[src/rtl/data_sync_pkg.sv]
// Shared definitions for the data_sync bus synchroniser slice.
// Holds default geometry, the enable-mode encoding and the edge-detect rule.
package data_sync_pkg;

    localparam int unsigned DEF_BUS_WIDTH  = 8;
    localparam int unsigned DEF_NUM_STAGES = 2;
    localparam int unsigned DEF_CNT_WIDTH  = 4;

    // Level: only a rising qualifier edge marks a transfer.
    // Toggle: every qualifier change marks a transfer.
    typedef enum logic {
        EN_LEVEL  = 1'b0,
        EN_TOGGLE = 1'b1
    } en_mode_e;

    // Transfer strobe from the synchronised qualifier and its one-cycle-old copy.
    function automatic logic edge_detect(en_mode_e mode, logic en_sync, logic en_prev);
        logic hit;
        hit = 1'b0;
        if (mode == EN_TOGGLE) begin
            hit = en_sync ^ en_prev;
        end else begin
            hit = en_sync & ~en_prev;
        end
        return hit;
    endfunction

endpackage : data_sync_pkg

[src/rtl/data_sync_if.sv]
// Bus bundle between a source-domain producer and the data_sync block.
//   UNSYNC_BUS   : source data, quasi-static while a transfer is in flight
//   BUS_ENABLE   : source qualifier (level or toggle)
//   SYNC_BUS     : destination-domain data holding register
//   ENABLE_PULSE : one-cycle strobe coincident with a SYNC_BUS load
//   XFER_CNT     : wrap-around count of completed transfers
// master = producer/observer side, slave = data_sync side.
interface data_sync_if
    import data_sync_pkg::*;
#(
    parameter int unsigned BUS_WIDTH = DEF_BUS_WIDTH,
    parameter int unsigned CNT_WIDTH = DEF_CNT_WIDTH
);

    logic [BUS_WIDTH-1:0] UNSYNC_BUS;
    logic                 BUS_ENABLE;
    logic [BUS_WIDTH-1:0] SYNC_BUS;
    logic                 ENABLE_PULSE;
    logic [CNT_WIDTH-1:0] XFER_CNT;

    modport master (
        output UNSYNC_BUS,
        output BUS_ENABLE,
        input  SYNC_BUS,
        input  ENABLE_PULSE,
        input  XFER_CNT
    );

    modport slave (
        input  UNSYNC_BUS,
        input  BUS_ENABLE,
        output SYNC_BUS,
        output ENABLE_PULSE,
        output XFER_CNT
    );

endinterface : data_sync_if

[src/rtl/data_sync_bit_sync.sv]
// Per-bit multi-flop synchroniser into the clk domain.
//   clk        : destination clock
//   rst_n      : asynchronous active-low reset, clears every stage
//   unsync_bus : asynchronous input bits
//   sync_bus   : output of the last stage
// Each bit is synchronised independently; no cross-bit coherency is implied.
module data_sync_bit_sync #(
    parameter int unsigned BUS_WIDTH  = 1,
    parameter int unsigned NUM_STAGES = 2
) (
    input  logic                 clk,
    input  logic                 rst_n,
    input  logic [BUS_WIDTH-1:0] unsync_bus,
    output logic [BUS_WIDTH-1:0] sync_bus
);

    logic [NUM_STAGES-1:0][BUS_WIDTH-1:0] stage_q;
    logic [NUM_STAGES-1:0][BUS_WIDTH-1:0] stage_d;

    // Shift chain: stage 0 captures the raw input, later stages follow.
    always_comb begin
        stage_d    = stage_q;
        stage_d[0] = unsync_bus;
        for (int unsigned k = 1; k < NUM_STAGES; k++) begin
            stage_d[k] = stage_q[k-1];
        end
    end

    always_ff @(posedge clk or negedge rst_n) begin
        if (!rst_n) begin
            stage_q <= '0;
        end else begin
            stage_q <= stage_d;
        end
    end

    assign sync_bus = stage_q[NUM_STAGES-1];

endmodule : data_sync_bit_sync

[src/rtl/data_sync.sv]
// Coherent multi-bit CDC bus synchroniser, destination-domain only.
//   CLK  : destination clock
//   RST  : asynchronous active-low reset
//   bus  : data_sync_if slave port
//          in : UNSYNC_BUS, BUS_ENABLE
//          out: SYNC_BUS, ENABLE_PULSE, XFER_CNT (all registered)
// Only BUS_ENABLE crosses through the synchroniser chain. A detected edge of
// the synchronised qualifier loads the quasi-static UNSYNC_BUS into the
// holding register, fires a one-cycle strobe and bumps the transfer count.
module data_sync
    import data_sync_pkg::*;
#(
    parameter int unsigned BUS_WIDTH   = DEF_BUS_WIDTH,
    parameter int unsigned NUM_STAGES  = DEF_NUM_STAGES,
    parameter int unsigned TOGGLE_MODE = 0,
    parameter int unsigned CNT_WIDTH   = DEF_CNT_WIDTH
) (
    input  logic        CLK,
    input  logic        RST,
    data_sync_if.slave  bus
);

    localparam en_mode_e MODE = (TOGGLE_MODE != 0) ? EN_TOGGLE : EN_LEVEL;

    logic                 en_sync;
    logic                 pulse_c;

    logic                 en_prev_q;
    logic                 en_prev_d;
    logic [BUS_WIDTH-1:0] sync_bus_q;
    logic [BUS_WIDTH-1:0] sync_bus_d;
    logic                 enable_pulse_q;
    logic                 enable_pulse_d;
    logic [CNT_WIDTH-1:0] xfer_cnt_q;
    logic [CNT_WIDTH-1:0] xfer_cnt_d;

    // Qualifier synchroniser; the data bus itself is never synchronised.
    data_sync_bit_sync #(
        .BUS_WIDTH  (1),
        .NUM_STAGES (NUM_STAGES)
    ) u_en_sync (
        .clk        (CLK),
        .rst_n      (RST),
        .unsync_bus (bus.BUS_ENABLE),
        .sync_bus   (en_sync)
    );

    // Edge detect, data capture mux and transfer counter.
    // In level mode en_prev follows en_sync, so a held-high qualifier can
    // only ever produce a single-cycle strobe.
    always_comb begin
        en_prev_d      = en_sync;
        sync_bus_d     = sync_bus_q;
        enable_pulse_d = 1'b0;
        xfer_cnt_d     = xfer_cnt_q;
        pulse_c        = edge_detect(MODE, en_sync, en_prev_q);

        if (pulse_c) begin
            sync_bus_d     = bus.UNSYNC_BUS;
            enable_pulse_d = 1'b1;
            xfer_cnt_d     = xfer_cnt_q + CNT_WIDTH'(1);
        end
    end

    // Reset drops any in-flight transfer: the chain and en_prev clear together.
    always_ff @(posedge CLK or negedge RST) begin
        if (!RST) begin
            en_prev_q      <= 1'b0;
            sync_bus_q     <= '0;
            enable_pulse_q <= 1'b0;
            xfer_cnt_q     <= '0;
        end else begin
            en_prev_q      <= en_prev_d;
            sync_bus_q     <= sync_bus_d;
            enable_pulse_q <= enable_pulse_d;
            xfer_cnt_q     <= xfer_cnt_d;
        end
    end

    assign bus.SYNC_BUS     = sync_bus_q;
    assign bus.ENABLE_PULSE = enable_pulse_q;
    assign bus.XFER_CNT     = xfer_cnt_q;

endmodule : data_sync
[src/flat_wrapper.sv]
// flat-port wrapper written by rule: the top's interface ports become plain ports
module data_sync_flat import data_sync_pkg::*;
#(
    parameter int unsigned BUS_WIDTH   = DEF_BUS_WIDTH,
    parameter int unsigned NUM_STAGES  = DEF_NUM_STAGES,
    parameter int unsigned TOGGLE_MODE = 0,
    parameter int unsigned CNT_WIDTH   = DEF_CNT_WIDTH
)
  (CLK, RST, bus_UNSYNC_BUS, bus_BUS_ENABLE, bus_SYNC_BUS, bus_ENABLE_PULSE, bus_XFER_CNT);
  data_sync_if #(.BUS_WIDTH(BUS_WIDTH), .CNT_WIDTH(CNT_WIDTH)) bus_i ();
  input  logic CLK;
  input  logic RST;
  input wire logic [$bits(bus_i.UNSYNC_BUS)-1:0] bus_UNSYNC_BUS;
  input wire logic [$bits(bus_i.BUS_ENABLE)-1:0] bus_BUS_ENABLE;
  output wire logic [$bits(bus_i.SYNC_BUS)-1:0] bus_SYNC_BUS;
  output wire logic [$bits(bus_i.ENABLE_PULSE)-1:0] bus_ENABLE_PULSE;
  output wire logic [$bits(bus_i.XFER_CNT)-1:0] bus_XFER_CNT;
  assign bus_i.UNSYNC_BUS = bus_UNSYNC_BUS;
  assign bus_i.BUS_ENABLE = bus_BUS_ENABLE;
  assign bus_SYNC_BUS = bus_i.SYNC_BUS;
  assign bus_ENABLE_PULSE = bus_i.ENABLE_PULSE;
  assign bus_XFER_CNT = bus_i.XFER_CNT;
  data_sync #(.BUS_WIDTH(BUS_WIDTH), .NUM_STAGES(NUM_STAGES), .TOGGLE_MODE(TOGGLE_MODE), .CNT_WIDTH(CNT_WIDTH)) u_core (.CLK(CLK), .RST(RST), .bus(bus_i));
endmodule
[config.mk]
export PLATFORM = sky130hd
export DESIGN_NAME = data_sync_flat
export DESIGN_NICKNAME = d
export VERILOG_FILES = /design/src/rtl/data_sync_pkg.sv /design/src/rtl/data_sync_if.sv /design/src/rtl/data_sync_bit_sync.sv /design/src/rtl/data_sync.sv /design/src/flat_wrapper.sv
export SDC_FILE = /design/constraint.sdc
export NUM_CORES = 1
export LEC_CHECK = 0
export CAP_MARGIN = 20
export CELL_PAD_IN_SITES_DETAIL_PLACEMENT = 1
export CELL_PAD_IN_SITES_GLOBAL_PLACEMENT = 1
export CORE_AREA = 2 2 39 41
export CTS_BUF_LIST = sky130_fd_sc_hd__clkbuf_8
export CTS_CLUSTER_DIAMETER = 60
export DETAILED_ROUTE_END_ITERATION = 10
export DIE_AREA = 0 0 41 43
export DONT_BUFFER_PORTS = 1
export GPL_TIMING_DRIVEN = 0
export HOLD_SLACK_MARGIN = 0.05
export PLACE_DENSITY_LB_ADDON = 0.1
export SLEW_MARGIN = 10
export SYNTH_ARGS = -nofsm -noshare
export SYNTH_HDL_FRONTEND = slang
export SYNTH_SLANG_ARGS = --single-unit
[constraint.sdc]
create_clock -name CLK -period 2.1 [get_ports CLK]
set_input_delay 0.315 -clock CLK [delete_from_list [all_inputs] [get_ports CLK]]
set_output_delay 0.315 -clock CLK [all_outputs]
set_load 0.01 [all_outputs]
==> results.json, run 1 <==
{
  "root_buffer": "clkbuf_8",
  "synth_fa_ha_area_frac": 0.0208,
  "grt_pass1_vias": 311,
  "crit_required_ps": 2230,
  "syn_avg_cell_area_um2": 18.2,
  "insertion_delay_ps": 240,
  "final_core_util": 0.486,
  "vias": 282,
  "drv_cap": 0,
  "cts_resized": 0,
  "p_sw_uw": 238,
  "mostFrequentLayoutCell": "dfrtp_1",
  "combPwrFrac": 0.134,
  "period_share": 0.564,
  "coreArea_mm2": 0.00138,
  "drt_wl_total_um": 882,
  "dr.pass1.iters": 1,
  "path_buf_inv": 1,
  "setup_viol": 0,
  "crit_family": "flip-flops",
  "cp.arrival_ps": 1310,
  "final_cell_mix": "16 x dfrtp_1, 9 x mux2_2, 3 x clkbuf_8",
  "post_cts_buffers": 0,
  "syn_nets": 45,
  "finalSetupTns_ps": 0,
  "p_leak_uw": 0.000292,
  "cp.depth": 3,
  "cts_buffers": 3,
  "pwr-share-clk": 0.266,
  "reg2reg_slack_ps": 910,
  "grt_max_degree": 17,
  "crit_path_cell_trace": "nor2b_4 > buf_8 > mux2_2",
  "synth_warnings": 0,
  "synth-compound-area-share": 0,
  "worst_pin_slew_ps": 684,
  "synth_cells": 33,
  "holdBufCountCts": 1,
  "p_int_uw": 572,
  "cts_max_level": 1,
  "cp-start-kind": "register",
  "viasPerCell": 5.32,
  "skew_ps": 0.528,
  "vdd_drop_max_v": 0.000527,
  "rr_worst_depth": 3,
  "track_usage": 0.137,
  "fmax_ghz": 0.844,
  "slew_headroom": 0.542,
  "min_period_ps": 1190,
  "cpPeakStageDelay_ps": 390,
  "routabilityCongestion": 0.514,
  "cts_buffer_depth": 2,
  "nets": 51,
  "ys_seq_elements": 16,
  "synth_simple_gate_area_frac": 0.0644,
  "cts_tree": "built",
  "hold_path_class": "in -> reg",
  "muxShareOfSynthArea": 0.168,
  "seq_area_frac_synth": 0.665,
  "antenna_found_initial": 0,
  "dp_hpwl_um": 685,
  "netlist_top_cells_area": "dfrtp_1 67%, mux2_2 17%, nand4_4 3.5%",
  "layout-drive-gt1-share": 0.432,
  "dieArea_mm2": 0.00176,
  "rows": 14,
  "synthesis.area_um2": 602,
  "slew_violations": 0,
  "area_delta_synth_final_pct": 11.9,
  "hold_viol": 0,
  "status": "finished, final reports clean",
  "grt_first_pass_wirelength_mm": 1.48,
  "wire_per_inst_um": 16.6,
  "insertedDiodeCount": 0,
  "ios": 24,
  "crit_slowest_cell": "dfrtp_1",
  "crit_type": "reg -> reg",
  "synthXorXnorAreaFrac": 0.0561,
  "rsz0062_at_grt": "no",
  "switching_share": 0.294,
  "synth_top_area_share": 0.665,
  "clk_pin_slew_ps": 50,
  "hold_depth": 0,
  "synth_top_family_by_area": "multiplexers",
  "cp_max_fo": 10,
  "port_buffers": 0,
  "die_w_um": 41,
  "synth.largest_area_cell": "dfrtp_1",
  "die_h_um": 43,
  "cp-end-kind": "register",
  "p_seq_frac": 0.599,
  "drtIter0Drc": 0,
  "power.density_mw_per_mm2": 1200,
  "initial_core_util": 0.435,
  "ant_nets": 0,
  "drc": 0,
  "gr-total-overflow": 0,
  "cts_num_sinks": 16,
  "ys_types": 10
}
-- registers in the layout, summed over array words and instances, names as in the netlist --
register,flops
u_core.u_en_sync.sync_bus,1
u_core.bus.XFER_CNT,4
u_core.en_prev_q,1
u_core.bus.ENABLE_PULSE,1
u_core.bus.SYNC_BUS,8
u_core.u_en_sync.stage_d,1
-- synth_stat cells, drive strengths merged --
cell type  instances
nor2b              1
buf                1
nand4              1
nand2              1
ha                 1
mux2               9
xnor2              2
dfrtp             16
xor2               1
-- final timing paths --
kind	startpoint	end
worst max-delay path	u_core.en_prev_q	u_core.bus.SYNC_BUS[5]
worst min-delay path	bus_BUS_ENABLE	u_core.u_en_sync.stage_d[1]
worst max register to register	u_core.en_prev_q	u_core.bus.SYNC_BUS[5]
worst min register to register	u_core.u_en_sync.stage_d[1]	u_core.u_en_sync.sync_bus
max in group asynchronous	RST	u_core.bus.XFER_CNT[2]
min in group asynchronous	RST	u_core.bus.SYNC_BUS[7]
-- per-layer routing --
layer / vias up / track usage / part of all wire
met5: - / 0 / 0
met4: 0 / 0.0600 / 0.015
li1: 121 / - / -
met3: 2 / 0.0838 / 0.096
met2: 15 / 0.188 / 0.53
met1: 144 / 0.169 / 0.36
-- power groups by stage --
stage	sequential, uW	combinational [uW]	clock, uW
2_1_floorplan	475	88.4	0
3_3_place_gp	487	92.6	0
3_5_place_dp	495	107	0
4_1_cts	489	115	229
5_1_grt	500	126	243
6_report	486	109	216
-- cells by family (layout without fill, tap and decap cells) --
kind of cell	Yosys count	count (layout)
xor+xnor	3	3
fa+ha+maj	1	1
buf+inv	1	5
flops	16	16
mux	9	9
simple gates	3	3
-- per-stage QoR --
stage               cells  worst slack (ps)  total power (uW)  instance area (um2)  hold slack (ps)
floorplan              33               976               564                  602             19.4
global placement       49               948               580                  622             19.7
detailed placement     49               906               601                  622             19.7
CTS                    53               896               833                  673             92.2
global route           53               862               869                  673             84.3
finish                 53               915               810                  673             98.8
-- final cells by class --
cell class	instances	area (um2)
Fill cell	133	711
Sequential cell	16	400
Multi-Input combinational cell	16	186
Clock buffer	3	41.3
Tap cell	16	20.0
Buffer	1	15.0
Timing Repair Buffer	1	10.0
Power figures use the tool's default switching activity.
==> run 2, diff against run 1 <==
Settings changed: CORE_AREA 2 2 39 41 to default, CORE_MARGIN from default to 2, CORE_UTILIZATION from default to 45, DIE_AREA 0 0 41 43 to default.
Clock period 2.1 ns to 1 ns, I/O delays scaled along.
==> run 2 against run 1 <==
The flow now finishes with violations (negative setup slack); global-route usage up 0.91 points; highest routed layer unchanged; worst hold slack worse by 82 ps; clock skew increased by 2.6 ps; sequential share of layout area fell by 8.5 points; sequential power rose by 120%; non-clock buffer count up 7; core utilization up 14 points; critical path depth is the same; critical path type unchanged; power is 140% higher.
==> results.json, run 2 (synthesized netlist as in run 1, its figures left out) <==
{
  "grt_max_degree": 17,
  "mostFrequentLayoutCell": "dfrtp_1",
  "cts_buffer_depth": 2,
  "violations": "negative setup slack",
  "p_leak_uw": 0.000360,
  "cts_buffers": 3,
  "dr.pass1.iters": 1,
  "slew_violations": 0,
  "highest_layer": "met4",
  "grt_first_pass_wirelength_mm": 1.45,
  "cp.arrival_ps": 1240,
  "final_cell_mix": "14 x dfrtp_1, 6 x mux2_4, 5 x dlygate4sd3_1, 4 x clkbuf_8, 3 x mux2_2",
  "die_h_um": 40.6,
  "cts_num_sinks": 16,
  "insertedDiodeCount": 0,
  "dieArea_mm2": 0.00165,
  "hold_viol": 0,
  "met2_length_um": 518,
  "largest_reg_flops": 8,
  "slew_headroom": 0.541,
  "setup_viol": 12,
  "initial_core_util": 0.474,
  "cts_max_level": 1,
  "reg2reg_slack_ps": -120,
  "rows": 13,
  "track_usage": 0.146,
  "place_ws_ps": -176,
  "worst_pin_slew_ps": 688,
  "final_cell_area_um2": 791,
  "timing.final.ws_setup_ps": -118,
  "drtIter0Drc": 0,
  "insertion_delay_ps": 240,
  "root_buffer": "clkbuf_8",
  "port_buffers": 0,
  "crit_path_cell_trace": "nor2b_4 > buf_8 > mux2_4",
  "cp-start-kind": "register",
  "met1_length_um": 419,
  "fmax_ghz": 0.895,
  "rsz0062_at_grt": "yes",
  "drc": 0,
  "status": "finished with violations",
  "min_period_ps": 1120,
  "p_total_uw": 1910,
  "antenna_found_initial": 0,
  "layout-drive-gt1-share": 0.489,
  "viasPerCell": 4.98,
  "hold_path_class": "in -> async",
  "period_share": 1.12,
  "fillCellCount": 113,
  "wire_per_inst_um": 17.0,
  "ant_nets": 0,
  "routabilityCongestion": 0.594,
  "crit_slowest_cell": "dfrtp_1",
  "die_w_um": 40.6,
  "cts_tree": "built",
  "vias": 299,
  "vdd_drop_max_v": 0.00157,
  "wl_met3_um": 74,
  "clk_pin_slew_ps": 60,
  "nets": 58,
  "place_area_um2": 644,
  "gr-total-overflow": 0,
  "ios": 24,
  "crit_required_ps": 1120,
  "area_delta_synth_final_pct": 31.4,
  "cp_max_fo": 10,
  "coreArea_mm2": 0.00127,
  "power.density_mw_per_mm2": 2410,
  "grt_pass1_vias": 332,
  "drt_wl_total_mm": 1.02,
  "cpPeakStageDelay_ps": 390,
  "drv_cap": 0,
  "skew_ps": 3.11,
  "crit_type": "reg -> reg",
  "cp-end-kind": "register"
}
-- run 2: cell types whose count changed in the layout (fill, tap and decap cells not counted) --
cell | before | now
buf_4 | 0 | 2
clkbuf_8 | 3 | 4
dfrtp_1 | 16 | 14
dfrtp_2 | 0 | 2
dlygate4sd3_1 | 1 | 5
dlymetal6s4s_1 | 0 | 1
ha_1 | 1 | 0
ha_4 | 0 | 1
mux2_2 | 9 | 3
mux2_4 | 0 | 6
-- run 2: critical path, delay by kind of cell (launching register included) --
family,cells,cell delay [ps]
flip-flops,1,390
AND/OR/NAND/NOR,1,140
buffers and inverters,1,160
multiplexers,1,310
-- run 2: worst paths after layout --
| path | startpoint | endpoint | depth (start not counted) |
|---|---|---|---|
| max | u_core.en_prev_q | u_core.bus.XFER_CNT[1] | 3 |
| min | RST | u_core.bus.SYNC_BUS[7] | 1 |
| max reg2reg | u_core.en_prev_q | u_core.bus.XFER_CNT[1] | 3 |
| min reg2reg | u_core.u_en_sync.stage_d[1] | u_core.u_en_sync.sync_bus | 0 |
| max in group asynchronous | RST | u_core.bus.XFER_CNT[0] | 1 |
| min in group CLK | bus_UNSYNC_BUS[0] | u_core.bus.SYNC_BUS[0] | 1 |
-- run 2: layer usage --
| metal | vias up | GRT usage |
|---|---|---|
| met3 | 2 | 0.0667 |
| met5 | - | 0 |
| li1 | 138 | - |
| met1 | 146 | 0.172 |
| met2 | 13 | 0.222 |
| met4 | 0 | 0.0750 |
-- run 2: through the flow --
stage	instances	hold WS (ps)	TNS, ps	utilization
final	60	16.5	-1080	0.623
after global routing	60	53.5	-1540	0.623
after CTS	57	50.3	-1180	0.598
after detailed placement	48	-145	-1350	0.508
after global placement	48	-145	-1060	0.508
after floorplan	33	-146	-686	-
-- run 2: cell type report --
class | count | area (um2) | share of cell area
buffer | 1 | 15.0 | 0.0190
timing repair buffer | 8 | 77.6 | 0.0981
multi-input combinational | 16 | 221 | 0.280
tap | 15 | 18.8 | 0.0237
sequential | 16 | 403 | 0.509
clock buffer | 4 | 55.1 | 0.0696
-- run 2: what timing repair did --
item	in CTS	in global routing
hold buffers	3	3
buffers inserted	2	0
resized for setup	2	1
hold endpoints to repair	18	3
endpoints found under the setup margin	11	14
-- run 2: power breakdown --
part | leakage [uW] | internal (uW) | switching, uW
registers | 0.000187 | 797 | 259
clock network | 0.0000288 | 348 | 196
logic | 0.000144 | 216 | 92.7
total | 0.000360 | 1360 | 548
==> run 3, diff against run 2 <==
Settings changed: CELL_PAD_IN_SITES_GLOBAL_PLACEMENT 1 to 2, CORE_UTILIZATION 45 to 37.
==> run 3 against run 2 <==
Power down 0.41%; the run still ends with negative setup slack left; wire length up 1.2%; worst setup slack worse by 18 ps; clock power up 2%; count of clock-buffer cells in the layout unchanged; largest power group unchanged; sequential power about the same; design area down 2.1%; fmax down 1.5%; sequential cell count unchanged; sequential share of layout area up 1.1 points.
==> results.json, run 3 (synthesized netlist as in run 1, its figures left out) <==
{
  "coreArea_mm2": 0.00152,
  "cts_num_sinks": 16,
  "rows": 14,
  "slew_violations": 0,
  "cts_buffers": 3,
  "die_w_um": 44.3,
  "rsz0062_at_grt": "yes",
  "dr.pass1.iters": 1,
  "layoutNonFillerInstCount": 59,
  "antenna_found_initial": 0,
  "drtIter0Drc": 0,
  "power.density_mw_per_mm2": 2450,
  "mostFrequentLayoutCell": "dfrtp_1",
  "gr-total-overflow": 0,
  "slew_headroom": 0.549,
  "grt_max_degree": 17,
  "wire_per_inst_um": 17.4,
  "crit_required_ps": 1130,
  "status": "finished with violations",
  "area_delta_synth_final_pct": 28.7,
  "reg2reg_slack_ps": -140,
  "setup_viol": 11,
  "cts_buffer_depth": 2,
  "timing.final.ws_setup_ps": -135,
  "track_usage": 0.131,
  "dieArea_mm2": 0.00197,
  "ant_nets": 0,
  "nets": 56,
  "drc": 0,
  "initial_core_util": 0.395,
  "die_h_um": 44.3,
  "ios": 24,
  "grt_pass1_vias": 349,
  "grt_first_pass_wirelength_mm": 1.70,
  "cts_max_level": 1,
  "rr_startpoint": "u_core.en_prev_q",
  "place_ws_ps": -209,
  "layout-drive-gt1-share": 0.488,
  "cp-start-kind": "register",
  "p_leak_uw": 0.000351,
  "cts_tree": "built",
  "dp.cells": 49,
  "cp_max_fo": 10,
  "worst_pin_slew_ps": 676,
  "final_cell_mix": "14 x dfrtp_1, 6 x mux2_4, 4 x clkbuf_8, 4 x dlygate4sd3_1, 3 x mux2_2",
  "whs_ps": 5.96,
  "place_area_um2": 646,
  "drv_cap": 0,
  "cp.arrival_ps": 1260,
  "drt_wl_total_mm": 1.03,
  "min_period_ps": 1140,
  "largest_reg_flops": 8,
  "rr_endpoint": "u_core.bus.SYNC_BUS[6]",
  "period_share": 1.14,
  "root_buffer": "clkbuf_8",
  "hold_viol": 0,
  "hold_path_class": "in -> async",
  "vdd_drop_max_v": 0.00115,
  "viasPerCell": 5.12,
  "skew_ps": 1.36,
  "crit_type": "reg -> reg",
  "final_cell_area_um2": 774,
  "port_buffers": 0,
  "insertion_delay_ps": 240,
  "rr_worst_depth": 3,
  "cp-end-kind": "register",
  "insertedDiodeCount": 0,
  "violations": "negative setup slack",
  "clk_pin_slew_ps": 60,
  "routabilityCongestion": 0.611,
  "fmax_ghz": 0.881,
  "vias": 302
}
==> run 3: cell types whose count changed in the layout (fill, tap and decap cells not counted), sizes merged <==
cell         before  now
buf               3    2
dlygate4sd3       5    4
==> run 3: final cells by class <==
class	instances	area [um2]
timing repair buffer	6	60.1
fill	137	749
multi-input combinational	16	221
sequential	16	403
clock buffer	4	55.1
tap	16	20.0
buffer	1	15.0
==> run 3: worst max path at each step <==
stage / startpoint / slack, ps / end
6_report: u_core.en_prev_q / -140 / u_core.bus.SYNC_BUS[6]
5_1_grt: u_core.en_prev_q / -190 / u_core.bus.SYNC_BUS[7]
4_1_cts: u_core.en_prev_q / -150 / u_core.bus.SYNC_BUS[6]
3_5_place_dp: u_core.en_prev_q / -210 / u_core.bus.SYNC_BUS[6]
3_3_place_gp: u_core.en_prev_q / -150 / u_core.bus.SYNC_BUS[6]
2_1_floorplan: u_core.en_prev_q / -110 / u_core.bus.SYNC_BUS[0]
==> run 3: through the flow <==
stage | utilization | power (uW) | TNS (ps)
floorplan | - | 1230 | -686
global placement | 0.424 | 1270 | -1020
detailed placement | 0.424 | 1290 | -1600
CTS | 0.507 | 1930 | -1290
global route | 0.508 | 2020 | -1870
finish | 0.508 | 1900 | -1220
==> run 3: critical path, cell delays in order, from the launching register on <==
cell and delay, ps:
dfrtp_1 400, nor2b_4 140, buf_8 160, mux2_4 310
==> run 3: routing by layer <==
layer	up-vias	track usage	share of wire
li1	129	-	-
met1	158	0.134	0.35
met2	13	0.221	0.58
met3	2	0.0367	0.060
met4	0	0.109	0.012
met5	-	0	0
==> run 3: report_power, final <==
part,internal (uW),switching [uW],leakage (uW)
Clock,349,208,0.0000288
Sequential,796,257,0.000187
Combinational,206,83.4,0.000135
==> run 3: timing repair <==
item	4_1_cts	5_1_grt
buffers inserted	1	0
hold buffers	5	0
resized for setup	2	1
hold endpoints to repair	20	0
endpoints found under the setup margin	12	14
gates cloned	0	0
